--- config.mk ---
export PLATFORM = sky130hd
export DESIGN_NAME = regfile_sb
export DESIGN_NICKNAME = d
export VERILOG_FILES = /design/src/rtl/regfile_pkg.sv /design/src/rtl/regfile_scoreboard.sv /design/src/rtl/regfile_sb.sv
export SDC_FILE = /design/constraint.sdc
export NUM_CORES = 2
export LEC_CHECK = 0
export ABC_AREA = 0
export CELL_PAD_IN_SITES_DETAIL_PLACEMENT = 1
export CELL_PAD_IN_SITES_GLOBAL_PLACEMENT = 1
export CORE_AREA = 2 2 440 442
export DETAILED_ROUTE_END_ITERATION = 16
export DIE_AREA = 0 0 442 444
export PLACE_DENSITY = 0.5
export SKIP_LAST_GASP = 1
export SLEW_MARGIN = 20
export SYNTH_ARGS = -nofsm -noshare
export SYNTH_HDL_FRONTEND = slang
export SYNTH_HIERARCHICAL = 1
export SYNTH_SLANG_ARGS = --single-unit
--- constraint.sdc ---
create_clock -name clk -period 114.7 [get_ports clk]
set_input_delay 22.94 -clock clk [delete_from_list [all_inputs] [get_ports clk]]
set_output_delay 22.94 -clock clk [all_outputs]
set_load 0.03 [all_outputs]
--- src/rtl/regfile_pkg.sv ---
`default_nettype none
// ============================================================================
// Module   : regfile_pkg
// Brief    : Shared constants and address-width helper for the register file.
// Revision : 1.0
// ============================================================================
package regfile_pkg;

   localparam int DEFAULT_WIDTH = 32;
   localparam int DEFAULT_DEPTH = 32;
   localparam int ZERO_REG      = 0;

   function automatic int calc_aw(input int depth);
      return $clog2(depth);
   endfunction

endpackage
`default_nettype wire

--- src/rtl/regfile_scoreboard.sv ---
`default_nettype none
// ============================================================================
// Module   : regfile_scoreboard
// Brief    : Per-register busy bits and sticky double-issue error flag.
// Revision : 1.0
// ============================================================================
module regfile_scoreboard
   import regfile_pkg::*;
#(
   parameter  int DEPTH = DEFAULT_DEPTH,
   localparam int AW    = calc_aw(DEPTH)
) (
   input  logic             clk,
   input  logic             reset,
   input  logic             w_en,
   input  logic [AW-1:0]    w_addr,
   input  logic             iss_en,
   input  logic [AW-1:0]    iss_addr,
   output logic [DEPTH-1:0] busy_vec,
   output logic             err
);

   logic [DEPTH-1:0] r_busy;
   logic             r_err;
   logic             w_wr_valid;
   logic             w_iss_valid;

   assign w_wr_valid  = w_en   && (w_addr   != AW'(ZERO_REG));
   assign w_iss_valid = iss_en && (iss_addr != AW'(ZERO_REG));

   always_ff @(posedge clk or posedge reset) begin
      if (reset) begin
         r_busy <= '0;
         r_err  <= 1'b0;
      end else begin
         if (w_wr_valid)
            r_busy[w_addr] <= 1'b0;
         // Issue is applied last so a new producer wins over a retiring one.
         if (w_iss_valid)
            r_busy[iss_addr] <= 1'b1;
         if (w_iss_valid && r_busy[iss_addr] && !(w_wr_valid && (w_addr == iss_addr)))
            r_err <= 1'b1;
      end
   end

   assign busy_vec = r_busy;
   assign err      = r_err;

endmodule
`default_nettype wire

--- src/rtl/regfile_sb.sv ---
`default_nettype none
// ============================================================================
// Module   : regfile_sb
// Brief    : Two-read/one-write register file with bypass and busy scoreboard.
// Revision : 1.0
// ============================================================================
module regfile_sb
   import regfile_pkg::*;
#(
   parameter  int WIDTH = DEFAULT_WIDTH,
   parameter  int DEPTH = DEFAULT_DEPTH,
   localparam int AW    = calc_aw(DEPTH)
) (
   input  logic             clk,
   input  logic             reset,
   input  logic             ra_en,
   input  logic [AW-1:0]    ra_addr,
   output logic [WIDTH-1:0] ra_data,
   output logic             ra_busy,
   input  logic             rb_en,
   input  logic [AW-1:0]    rb_addr,
   output logic [WIDTH-1:0] rb_data,
   output logic             rb_busy,
   input  logic             w_en,
   input  logic [AW-1:0]    w_addr,
   input  logic [WIDTH-1:0] w_data,
   input  logic             iss_en,
   input  logic [AW-1:0]    iss_addr,
   output logic             stall,
   output logic [DEPTH-1:0] busy_vec,
   output logic             err
);

   logic [WIDTH-1:0] r_mem [DEPTH];
   logic             w_wr_live;

   // While reset is held the write port is dead, so it must not bypass either.
   assign w_wr_live = w_en && !reset;

   always_ff @(posedge clk or posedge reset) begin
      if (reset) begin
         for (int i = 0; i < DEPTH; i++)
            r_mem[i] <= '0;
      end else if (w_en && (w_addr != AW'(ZERO_REG))) begin
         r_mem[w_addr] <= w_data;
      end
   end

   regfile_scoreboard #(
      .DEPTH (DEPTH)
   ) u_scoreboard (
      .clk      (clk),
      .reset    (reset),
      .w_en     (w_en),
      .w_addr   (w_addr),
      .iss_en   (iss_en),
      .iss_addr (iss_addr),
      .busy_vec (busy_vec),
      .err      (err)
   );

   always_comb begin
      ra_data = '0;
      ra_busy = 1'b0;
      if (ra_en && (ra_addr != AW'(ZERO_REG))) begin
         if (w_wr_live && (w_addr == ra_addr)) begin
            ra_data = w_data;
         end else begin
            ra_data = r_mem[ra_addr];
            ra_busy = busy_vec[ra_addr];
         end
      end
   end

   always_comb begin
      rb_data = '0;
      rb_busy = 1'b0;
      if (rb_en && (rb_addr != AW'(ZERO_REG))) begin
         if (w_wr_live && (w_addr == rb_addr)) begin
            rb_data = w_data;
         end else begin
            rb_data = r_mem[rb_addr];
            rb_busy = busy_vec[rb_addr];
         end
      end
   end

   assign stall = ra_busy | rb_busy;

endmodule
`default_nettype wire

==> summary.txt <==
Run status
  • Status: finished clean

Drt
  • Via density: 5.80
  • Drt drc: 0
  • Drt wl/cell: 35.7 um
  • DRT Pass-1 Iters: 5
  • Final ANT Viol Nets: 0
  • Drt initial violations: 3029
  • Via count: 38400
  • Total routed wirelength: 236000 um

Synthesis
  • Synth top area share: 0.463
  • Syn Std Cell Area: 57100 sq um
  • Post-Synthesis Cells: 4042
  • Synth Area per Inst: 14.1 sq um
  • Yosys warning count: 6
  • Post-synth cell types: 61
  • EDFF count, synth: 0
  • Mapped Nets: 4100
  • Async SR Flop Fraction: 1.00
  • Register area share after synthesis: 0.463
  • Synth area leader: dfrtp_1
  • Ranking of synthesized cells by area: dfrtp_1 46%, mux2_2 20%, mux4_2 15%
  • Post-synth top flop: dfrtp_1
  • Flops & latches, synth: 1057

Clock tree
  • CTS buffer count: 131
  • TritonCTS clock tree: built
  • Root buf cell: clkbuf_16
  • CTS Hold Bufs: 0
  • Maximum clock path buffer count: 3
  • Clk sinks: 1057
  • Postcts setup bufs: 0
  • Clock transition at path regs: 60 ps
  • Clk_lat worst skew: 780 ps
  • Cts repair resizes: 0
  • H-tree lvl count: 4

Setup path
  • Slowest CP cell: o21ai_0
  • CP Launch Type: primary input
  • Crit Path Category: primary input to output pin
  • CP top delay family: buffers and inverters
  • CP Max Fanout: 70
  • CP arrival: 27820 ps
  • Crit path buffers/inverters: 4
  • CP Cell Sequence: buf_8 > buf_4 > buf_4 > mux2i_1 > a22oi_1 > a31o_2 > o21ai_0 > o21ai_0 > clkdlybuf4s50_1
  • CP Capture Type: output pin
  • Max incr delay on CP: 870 ps
  • Critical path required time: 91760 ps

Finish
  • Fillers: 19600
  • FF/Latch Area: 26500 sq um
  • Final core occ: 0.341
  • Final Cell Area: 65400 sq um
  • Commonest non-fill, non-tap cells in the layout: 1057 x dfrtp_1, 1030 x mux2_2, 381 x mux4_2
  • Area growth syn-to-layout: 14.5%
  • NumNets Final: 4060
  • Share of layout cells above drive strength 1: 0.445
  • Most common cell after layout, fill and taps aside: dfrtp_1
  • Area of the multi-input gates: 28900 sq um

Global routing
  • Met2 Track Usage GR: 0.379
  • Global routing's busiest layer: met2
  • Overall routing resource usage: 0.239
  • Global route total overflow: 0
  • First-pass GRT wire length: 334000 um
  • Global routing usage on met1: 0.335
  • Vias in the first global route: 40700
  • Initial antenna violation count: 7
  • Pin count of the biggest net entering global routing: 164
  • GRT met3 Usage: 0.0356

STA
  • Final TNS setup: 0 ps
  • Final Setup Violations: 0
  • Worst-margin pin slew: 1190 ps
  • Hold slack: 398 ps
  • Slew margin rel.: 0.207
  • Min Tclk post-route: 50760 ps
  • Fmax: 19.7 MHz
  • Fin Clk Skew: 7.35 ps
  • Final Hold Vio Count: 0
  • Final Max Slew Viols: 0
  • Tcrit/Tclk final: 0.443
  • RSZ-0062 raised after global routing: false

Floorplanning
  • I/O pin count: 158
  • Die width: 442 um
  • Die area: 196000 sq um
  • Die height: 444 um
  • FP Rows: 161
  • Core ar.: 192000 sq um
  • Initial Util: 0.298

Place
  • GPL Wtd Cong: 0.764
  • HPWL Detailed: 136000 um
  • Area after DPL: 61000 sq um
  • IO buf count: 157

Pwr
  • Worst vdd ir: 11.3 uV
  • Leak Pwr: 27.7 nW
  • Cell Pwr Density: 17.9 nW/um^2

Min path
  • HP Class: flop to flop

Job
  • Max-cap violations: 0
[kinds of logic after synthesis]
family,share of synthesized area
simple gates,0.0203
xor+xnor,0.00230
mux,0.406
buf+inv,0.0372
compound gates,0.0710
flops,0.463
[routing by layer]
metal  wire length (um)  vias to the layer above
met5                 28                        -
li1                   -                    15600
met3              10600                      308
met4               7560                        4
met2             110000                     1045
met1             108000                    21500
[path summary, 6_finish.rpt]
check,start,cells after the start,slack [ps],endpoint
setup / recovery,ra_addr[1],9,63940,ra_data[13]
hold / removal,r_mem[1004],0,400,r_mem[1004]
max in group asynchronous,reset,5,88600,r_mem[37]
min in group asynchronous,reset,3,22820,u_scoreboard/busy_vec[26]
setup reg to reg,u_scoreboard/busy_vec[18],4,112980,u_scoreboard/err
hold reg to reg,r_mem[1004],0,400,r_mem[1004]
[flip-flops by register name, summed over array words and instances (netlist names)]
register / flops
u_scoreboard/err: 1
u_scoreboard/busy_vec: 32
r_mem: 1024
[synth_stat cells (5+ instances only)]
master	n
a32o_1	25
nor3b_1	6
mux4_2	381
a211oi_1	35
a21oi_1	77
buf_2	115
inv_1	7
nor2b_1	10
or3_1	5
buf_1	52
dfrtp_1	1057
a22oi_1	92
clkbuf_1	238
xor2_1	14
nand2b_1	7
nand3b_1	13
mux2_2	1030
o21ai_1	55
o221ai_1	101
o22ai_1	22
nor3_1	5
nand3_1	20
nand2_1	88
a211o_1	8
and2_1	6
a22o_1	57
mux2i_1	292
o21ai_0	48
buf_4	40
a31o_2	10
buf_6	11
o31ai_1	7
a221oi_1	10
nor2_1	52
[cell type report]
type                       instances  area share
multi-input combinational       2520       0.442
tap                             2526      0.0483
clock buffer                     202      0.0609
clock inverter                    27     0.00519
inverter                           9    0.000632
timing repair buffer             283      0.0386
antenna                            1   0.0000383
sequential                      1057       0.405
[where the power goes]
group / switching [W] / internal, W
logic: 0.000111 / 0.000133
registers: 0.0000581 / 0.000445
clock network: 0.000171 / 0.000254
total: 0.000340 / 0.000831
[stage by stage]
step,worst slack [ps],instances,total power [W]
after CTS,63950,6623,0.00118
after detailed placement,63970,6394,0.000751
after global placement,63910,6394,0.000745
final,63940,6625,0.00117
after floorplan,62940,4042,0.000667
after global routing,63900,6625,0.00122
Power figures use the tool's default switching activity.
